**config.mk**
```make
export PLATFORM = sky130hd
export DESIGN_NAME = ahb_apb_bridge_mux_flat
export DESIGN_NICKNAME = d
export VERILOG_FILES = /design/src/rtl/ahb_apb_bridge_mux_if.sv /design/src/rtl/ahb_apb_bridge_mux.sv /design/src/flat_wrapper.sv
export SDC_FILE = /design/constraint.sdc
export NUM_CORES = 1
export LEC_CHECK = 0
export ABC_AREA = 1
export CAP_MARGIN = 20
export CORE_AREA = 2 2 107 109
export DETAILED_ROUTE_END_ITERATION = 8
export DIE_AREA = 0 0 109 111
export GPL_ROUTABILITY_DRIVEN = 0
export HOLD_SLACK_MARGIN = 0.08
export PLACE_DENSITY = 0.78
export SKIP_CTS_REPAIR_TIMING = 1
export SYNTH_ARGS = -nofsm -noshare
export SYNTH_HDL_FRONTEND = slang
export SYNTH_SLANG_ARGS = --single-unit
```
**constraint.sdc**
```tcl
create_clock -name clk -period 2.65 [get_ports clk]
set_input_delay 0.265 -clock clk [delete_from_list [all_inputs] [get_ports clk]]
set_output_delay 0.265 -clock clk [all_outputs]
set_load 0.02 [all_outputs]
```
**src/rtl/ahb_apb_bridge_mux_if.sv**
```systemverilog
// Bus bundle for the AHB-to-APB bridge: AHB-lite slave side plus the shared/per-slave APB side.
// The bridge uses the slave modport; the driving environment uses the master modport.
interface ahb_apb_bridge_mux_if #(
  parameter int NSLV   = 3,
  parameter int ADDR_W = 32,
  parameter int DATA_W = 32
);
  logic [ADDR_W-1:0]      haddr;
  logic                   hwrite;
  logic [1:0]             htrans;
  logic [DATA_W-1:0]      hwdata;
  logic                   hsel;
  logic                   hreadyin;
  logic [DATA_W-1:0]      hrdata;
  logic                   hreadyout;
  logic                   hresp;
  logic [ADDR_W-1:0]      paddr;
  logic                   pwrite;
  logic [DATA_W-1:0]      pwdata;
  logic                   penable;
  logic [NSLV-1:0]        psel;
  logic [NSLV*DATA_W-1:0] prdata;
  logic [NSLV-1:0]        pready;
  logic [NSLV-1:0]        pslverr;

  modport slave (
    input  haddr, hwrite, htrans, hwdata, hsel, hreadyin,
    output hrdata, hreadyout, hresp,
    output paddr, pwrite, pwdata, penable, psel,
    input  prdata, pready, pslverr
  );

  modport master (
    output haddr, hwrite, htrans, hwdata, hsel, hreadyin,
    input  hrdata, hreadyout, hresp,
    input  paddr, pwrite, pwdata, penable, psel,
    output prdata, pready, pslverr
  );
endinterface

```
**src/rtl/ahb_apb_bridge_mux.sv**
```systemverilog
// AHB-lite slave to APB master bridge with N-way APB slave decode, mux and two-cycle ERROR response.
// Define APB_TIMEOUT_EN to abandon ACCESS after TMO_CYC wait cycles.
module ahb_apb_bridge_mux #(
  parameter int NSLV   = 3,
  parameter int ADDR_W = 32,
  parameter int DATA_W = 32,
  parameter int SEL_HI = 31,
  parameter int SEL_LO = 24,
  parameter logic [SEL_HI-SEL_LO:0] SEL_BASE = 8'hF0
`ifdef APB_TIMEOUT_EN
  ,
  parameter int TMO_CYC = 255
`endif
) (
  input  logic                clk,
  input  logic                reset,
  ahb_apb_bridge_mux_if.slave bus
);
  localparam int SEL_W = SEL_HI - SEL_LO + 1;
  localparam int IDX_W = (NSLV > 1) ? $clog2(NSLV) : 1;
  localparam logic [SEL_W-1:0] NSLV_SEL = SEL_W'(NSLV);

  typedef enum logic [2:0] {IDLE, SETUP, ACCESS, ERR1, ERR2} state_t;

  state_t            state_q, state_d;
  logic [ADDR_W-1:0] addr_q, addr_d;
  logic              write_q, write_d;
  logic [IDX_W-1:0]  idx_q, idx_d;
  logic [DATA_W-1:0] pwdata_q, pwdata_d;

  logic [SEL_W-1:0]  sel_off;
  logic              mapped;
  logic              xfer;
  logic              hready;
  logic              cur_ready;
  logic              cur_err;
  logic              apb_active;
  logic              tmo_hit;
  logic              unused_htrans0;
  logic [DATA_W-1:0] prdata_arr [NSLV];

  // Offset wraps modulo 2^SEL_W, so addresses below SEL_BASE also decode as unmapped.
  assign sel_off        = bus.haddr[SEL_HI:SEL_LO] - SEL_BASE;
  assign mapped         = (sel_off < NSLV_SEL);
  assign cur_ready      = bus.pready[idx_q];
  assign cur_err        = bus.pslverr[idx_q];
  assign apb_active     = (state_q == SETUP) || (state_q == ACCESS);
  assign unused_htrans0 = bus.htrans[0];

  always_comb begin
    hready = 1'b0;
    case (state_q)
      IDLE, ERR2: hready = 1'b1;
      ACCESS:     hready = cur_ready & ~cur_err;
      default:    hready = 1'b0;
    endcase
  end

  assign xfer = bus.hsel & bus.hreadyin & bus.htrans[1] & hready;

  for (genvar gi = 0; gi < NSLV; gi++) begin : g_slv
    assign bus.psel[gi]   = apb_active && (idx_q == IDX_W'(gi));
    assign prdata_arr[gi] = bus.prdata[gi*DATA_W +: DATA_W];
  end

`ifdef APB_TIMEOUT_EN
  logic [7:0] tmo_q, tmo_d;

  always_comb begin
    tmo_d = tmo_q;
    if (state_q == SETUP)
      tmo_d = '0;
    else if (state_q == ACCESS && !cur_ready)
      tmo_d = tmo_q + 8'd1;
  end

  // Fires on the ACCESS cycle that would bring the wait count to TMO_CYC.
  assign tmo_hit = (state_q == ACCESS) && !cur_ready && (tmo_q == 8'(TMO_CYC - 1));

  always_ff @(posedge clk) begin
    if (reset) tmo_q <= '0;
    else       tmo_q <= tmo_d;
  end
`else
  assign tmo_hit = 1'b0;
`endif

  always_comb begin
    state_d  = state_q;
    addr_d   = addr_q;
    write_d  = write_q;
    idx_d    = idx_q;
    pwdata_d = pwdata_q;
    if (xfer) begin
      addr_d  = bus.haddr;
      write_d = bus.hwrite;
      idx_d   = sel_off[IDX_W-1:0];
    end
    case (state_q)
      IDLE, ERR2: state_d = xfer ? (mapped ? SETUP : ERR1) : IDLE;
      SETUP: begin
        pwdata_d = bus.hwdata;
        state_d  = ACCESS;
      end
      ACCESS: begin
        if (cur_ready && cur_err)
          state_d = ERR1;
        else if (cur_ready)
          state_d = xfer ? (mapped ? SETUP : ERR1) : IDLE;
        else if (tmo_hit)
          state_d = ERR1;
      end
      ERR1:    state_d = ERR2;
      default: state_d = IDLE;
    endcase
  end

  always_ff @(posedge clk) begin
    if (reset) begin
      state_q  <= IDLE;
      addr_q   <= '0;
      write_q  <= 1'b0;
      idx_q    <= '0;
      pwdata_q <= '0;
    end else begin
      state_q  <= state_d;
      addr_q   <= addr_d;
      write_q  <= write_d;
      idx_q    <= idx_d;
      pwdata_q <= pwdata_d;
    end
  end

  assign bus.hreadyout = hready;
  assign bus.hresp     = (state_q == ERR1) || (state_q == ERR2);
  assign bus.hrdata    = (state_q == ACCESS) ? prdata_arr[idx_q] : '0;
  assign bus.penable   = (state_q == ACCESS);
  assign bus.paddr     = addr_q;
  assign bus.pwrite    = write_q;
  assign bus.pwdata    = pwdata_q;
endmodule

```
**src/flat_wrapper.sv**
```systemverilog
// flat-port wrapper written by rule: the top's interface ports become plain ports
module ahb_apb_bridge_mux_flat 
#(
  parameter int NSLV   = 3,
  parameter int ADDR_W = 32,
  parameter int DATA_W = 32,
  parameter int SEL_HI = 31,
  parameter int SEL_LO = 24,
  parameter logic [SEL_HI-SEL_LO:0] SEL_BASE = 8'hF0

)
  (clk, reset, bus_haddr, bus_hwrite, bus_htrans, bus_hwdata, bus_hsel, bus_hreadyin, bus_hrdata, bus_hreadyout, bus_hresp, bus_paddr, bus_pwrite, bus_pwdata, bus_penable, bus_psel, bus_prdata, bus_pready, bus_pslverr);
  ahb_apb_bridge_mux_if #(.NSLV(NSLV), .ADDR_W(ADDR_W), .DATA_W(DATA_W)) bus_i ();
  input  logic clk;
  input  logic reset;
  input wire logic [$bits(bus_i.haddr)-1:0] bus_haddr;
  input wire logic [$bits(bus_i.hwrite)-1:0] bus_hwrite;
  input wire logic [$bits(bus_i.htrans)-1:0] bus_htrans;
  input wire logic [$bits(bus_i.hwdata)-1:0] bus_hwdata;
  input wire logic [$bits(bus_i.hsel)-1:0] bus_hsel;
  input wire logic [$bits(bus_i.hreadyin)-1:0] bus_hreadyin;
  output wire logic [$bits(bus_i.hrdata)-1:0] bus_hrdata;
  output wire logic [$bits(bus_i.hreadyout)-1:0] bus_hreadyout;
  output wire logic [$bits(bus_i.hresp)-1:0] bus_hresp;
  output wire logic [$bits(bus_i.paddr)-1:0] bus_paddr;
  output wire logic [$bits(bus_i.pwrite)-1:0] bus_pwrite;
  output wire logic [$bits(bus_i.pwdata)-1:0] bus_pwdata;
  output wire logic [$bits(bus_i.penable)-1:0] bus_penable;
  output wire logic [$bits(bus_i.psel)-1:0] bus_psel;
  input wire logic [$bits(bus_i.prdata)-1:0] bus_prdata;
  input wire logic [$bits(bus_i.pready)-1:0] bus_pready;
  input wire logic [$bits(bus_i.pslverr)-1:0] bus_pslverr;
  assign bus_i.haddr = bus_haddr;
  assign bus_i.hwrite = bus_hwrite;
  assign bus_i.htrans = bus_htrans;
  assign bus_i.hwdata = bus_hwdata;
  assign bus_i.hsel = bus_hsel;
  assign bus_i.hreadyin = bus_hreadyin;
  assign bus_hrdata = bus_i.hrdata;
  assign bus_hreadyout = bus_i.hreadyout;
  assign bus_hresp = bus_i.hresp;
  assign bus_paddr = bus_i.paddr;
  assign bus_pwrite = bus_i.pwrite;
  assign bus_pwdata = bus_i.pwdata;
  assign bus_penable = bus_i.penable;
  assign bus_psel = bus_i.psel;
  assign bus_i.prdata = bus_prdata;
  assign bus_i.pready = bus_pready;
  assign bus_i.pslverr = bus_pslverr;
  ahb_apb_bridge_mux #(.NSLV(NSLV), .ADDR_W(ADDR_W), .DATA_W(DATA_W), .SEL_HI(SEL_HI), .SEL_LO(SEL_LO), .SEL_BASE(SEL_BASE)) u_core (.clk(clk), .reset(reset), .bus(bus_i));
endmodule
```
After elaboration in Yosys (flattened, before gate mapping)
Index checks and enable logic that the tools add are counted.
W data, S select, Z words.
{ "totals": {"inputBits": 173, "out_inout_bits": 103, "regBits": 70, "elab_cells": 45} }
{ "classes": {"n_addsub": 1, "n_mux": 14, "n_bitwise": 6, "order_cmp": 3, "reduce_logical": 9, "eq_ne": 7} }
{ "ops": {"columns": ["cell", "n"], "rows": [
  ["$mux W32", 3],
  ["$bmux W32 S2", 1],
  ["$pmux W3 S4", 1],
  ["$mux W3", 3],
  ["$lt A8 B2 Y1 const B", 1],
  ["$sub A8 B8 Y8 const B", 1],
  ["$eq A3 B2 Y1 const B", 2],
  ["$and A1 B1 Y1", 4],
  ["$bmux W1 S2", 2],
  ["$logic_and A1 B1 Y1", 4],
  ["$eq A3 B1 Y1 const B", 1],
  ["$eq A3 B3 Y1 const B", 1],
  ["$ge A3 B3 Y1 const B", 1],
  ["$logic_not A3 Y1", 1],
  ["$lt A2 B3 Y1 const B", 1],
  ["$ne A3 B1 Y1 const B", 1],
  ["$not A2 Y3", 1],
  ["$eq A2 B1 Y1 const B", 1],
  ["$eq A2 B2 Y1 const B", 1],
  ["$logic_not A2 Y1", 1],
  ["$logic_or A1 B1 Y1", 2],
  ["$mux W1", 2],
  ["$mux W2", 1],
  ["$pmux W1 S2", 1],
  ["other kinds (2)", 2]
]} }

Longest topological paths before layout
{ "depth": {"word_depth": 10, "depth_mapped": 12, "ltp_nobuf": 11} }

Worst setup path before layout
OpenSTA, ideal clock, no wires.
{ "synth_timing": {"path_kind": "reg2out", "from": "reg u_core.bus.paddr[25] (netlist name)", "to": "out bus_psel[2]", "path_slack_ps": 632, "arrival_time_ps": 1753, "stages_incl_launch_ff": 5, "t_required_ps": 2385, "path_buffers": 1, "cell_sequence": "dfxtp_1 inv_2 nor2_1 clkbuf_1 a21boi_0"} }
{ "synth_rtl": {"columns": ["element", "line_no", "source"], "rows": [
  ["end: declaration", "flat_wrapper.sv:29", "output wire logic [$bits(bus_i.psel)-1:0] bus_psel;"]
]} }

==> results_dict.tcl <==
set metrics [dict create \
    cellPowerDensity_nw_per_um2 497 \
    pin_count 276 \
    via_count_normalized_by_instance_count 4.61 \
    met2_routed_wl_microns 6450 \
    final_cell_mix "274 x sky130_fd_sc_hd__clkdlybuf4s50_1, 104 x sky130_fd_sc_hd__nand2_1, 73 x sky130_fd_sc_hd__nand3_1, 72 x sky130_fd_sc_hd__inv_1" \
    detail-route-antenna-nets 0 \
    design.die.area_sq_um 12100 \
    core_sq_um 11100 \
    top_routing_layer_in_use "met4" \
    first_pass_grt_wire_length_microns 20600 \
    status "completed" \
    finalHoldWorstSlack_ps 441 \
    detail_route.drc_violations 0 \
    firstDrtPassIters 4 \
    detailroute.via_count 4365 \
    min_period_over_period_pct 93.1 \
    synth-warning-count 0 \
    critical_path.max_fanout 23 \
    largest_net_degree_at_the_start_of_global_routing 52 \
    detail_route.wirelength_microns 13100 \
    die_outline_height_microns 111 \
    timing.critical_path.to_type "primary output" \
    layout.nets 971 \
    cts_max_path_buffers 2 \
    antenna_found_initial 1 \
    initial_cell_density_of_the_core_pct 31.1 \
    drv_slew 0 \
    clkLatencyLatePin_ps 330 \
    achievable-frequency_mhz 406 \
    worstMarginPinSlew_ps 429 \
    port_buffers 274 \
    timing.max_cap.violations 0 \
    post-layout-total-power_mw 3.29 \
    met1Wirelength_microns 4870 \
    syn_area_sq_um 3440 \
    finalSetupViolations 0 \
    netlist_instances 538 \
    period_needed_ps 2470 \
    finalHoldViolations 0 \
    vdd_ir_drop_max_mv 0.397 \
    worstSetupPathType "flop to primary output" \
    layout-area-overhead-vs-synth_pct 92.5 \
    rows 39 \
    ys_ff_latch 68 \
    grt_overflow_total 0 \
    number_of_cells_in_the_finished_layout_apart_from_fillers 946 \
    ys_seq_area_share_pct 39.5 \
    grt_pass1_vias 4243 \
    clock-skew-final_ps 3.96 \
    cp_data_arrival_time_ps 2200 \
    synth_fp_nets 711 \
    post_route_cells_drive_above_1_share_pct 4.73 \
    dpl.hpwl_microns 10200 \
    cts_htree_levels 3 \
    insertedDiodeCount 0 \
    die_w_microns 109 \
    final.setup.tns_ps 0 \
    cts_made_buffers 9 \
    wl_met3_microns 1430 \
    postSynthAreaPerCell_sq_um 6.40 \
    yosysUniqueCellTypes 26 \
    cts_sinks 68 \
    wl_per_cell_microns 13.9 \
    track_usage_pct 21.3 \
    tritoncts "built" \
    power.leakage_nw 2.76 \
    placedCellCount 930 \
    rsz0062_at_grt "no" \
    cts.clk_slew.worst_paths_ps 50 \
    holdCritPathClass "flop to flop" \
    clockRootBuffer "sky130_fd_sc_hd__clkbuf_16" \
    slew-limit-headroom_pct 71.4 \
    critPathLaunchType "flop" \
    drt-initial-drc-count 236 \
    mostFrequentLayoutCell "sky130_fd_sc_hd__clkdlybuf4s50_1" \
    worstPathRequired_ps 2380 \
]
==> critical path: stages, from the launching register on <==
cell	delay, ps
sky130_fd_sc_hd__dfxtp_2	370
sky130_fd_sc_hd__inv_2	200
sky130_fd_sc_hd__buf_4	310
sky130_fd_sc_hd__nand3_1	160
sky130_fd_sc_hd__nand3_1	110
sky130_fd_sc_hd__nand2_1	50
sky130_fd_sc_hd__inv_1	70
sky130_fd_sc_hd__clkdlybuf4s50_1	600
==> power breakdown <==
group          internal, mW  switching, mW  total [mW]
logic                 0.467          0.386       0.853
registers              1.08         0.0321        1.11
clock network         0.901          0.427        1.33
total                  2.45          0.845        3.29
==> routing by layer <==
metal  GRT usage (%)  vias up
li1                -     2221
met4            9.23        0
met2            37.8      184
met5               0        -
met1            21.8     1935
met3            8.23       25
==> cells by family after synthesis <==
| logic type | Yosys count | synth area share [%] |
|---|---|---|
| and+or+nand+nor | 256 | 31.8 |
| buffers and inverters | 112 | 13.6 |
| DFF | 68 | 39.5 |
| AOI/OAI and AO/OA | 102 | 15.1 |
==> metrics by stage <==
step                      setup WS [ps]  util [%]  area, sq um
final                               184      59.8         6630
after global routing               41.9      59.8         6630
after CTS                          30.9      59.8         6630
after detailed placement            389      56.8         6290
after global placement              434      56.8         6290
after floorplan                     632         -         3440
==> cell type report <==
type,instances,area (sq um)
clock buffer,13,270
clock inverter,3,67.6
fill,1022,4450
inverter,76,290
multi-input combinational,358,1620
sequential,68,1360
tap,143,179
timing repair buffer,285,2840
==> cell usage after synthesis <==
master                       n  area, sq um
sky130_fd_sc_hd__o21ai_1    28          140
sky130_fd_sc_hd__buf_6       4         45.0
sky130_fd_sc_hd__nand3_1    74          370
sky130_fd_sc_hd__nand3b_1    1         7.51
sky130_fd_sc_hd__buf_2       4         20.0
sky130_fd_sc_hd__nand2_1   104          390
sky130_fd_sc_hd__nand4_1     2         12.5
sky130_fd_sc_hd__nor3_1      1         5.00
sky130_fd_sc_hd__and3_1      1         6.26
sky130_fd_sc_hd__dfxtp_1    68         1360
sky130_fd_sc_hd__o22ai_1     1         6.26
sky130_fd_sc_hd__o21ai_0    37          185
sky130_fd_sc_hd__nand2_2     1         6.26
sky130_fd_sc_hd__inv_1      72          270
sky130_fd_sc_hd__nor2_2      1         6.26
sky130_fd_sc_hd__inv_6       1         8.76
sky130_fd_sc_hd__clkbuf_1   21         78.8
sky130_fd_sc_hd__a211oi_1    1         7.51
sky130_fd_sc_hd__nor2_1     68          255
sky130_fd_sc_hd__a21boi_0    2         15.0
sky130_fd_sc_hd__inv_2       3         11.3
sky130_fd_sc_hd__nand2_4     1         11.3
sky130_fd_sc_hd__a21oi_1    33          165
sky130_fd_sc_hd__buf_4       2         15.0
sky130_fd_sc_hd__nor2_4      2         22.5
sky130_fd_sc_hd__buf_1       5         18.8
==> flip-flops by register name, indices dropped and copies added, names as in the netlist <==
signal and flops:
u_core.bus.pwrite 1, u_core.bus.paddr 31, u_core.bus.pwdata 32, u_core.idx_q 1, u_core.state_q 3
==> path summary, 6_finish.rpt <==
check             depth (start not counted)  slack (ps)                         startpoint                                 to
hold / removal                            2         440  u_core.bus.pwdata[2]$_SDFFE_PP0P_  u_core.bus.pwdata[2]$_SDFFE_PP0P_
setup / recovery                          7         180  u_core.bus.paddr[25]$_SDFFE_PP0P_                     bus_hrdata[10]
hold reg to reg                           2         440  u_core.bus.pwdata[2]$_SDFFE_PP0P_  u_core.bus.pwdata[2]$_SDFFE_PP0P_
setup reg to reg                         11         620       u_core.idx_q[0]$_SDFFE_PP0P_       u_core.idx_q[0]$_SDFFE_PP0P_
Note: power is estimated with default switching activity, not from simulation.
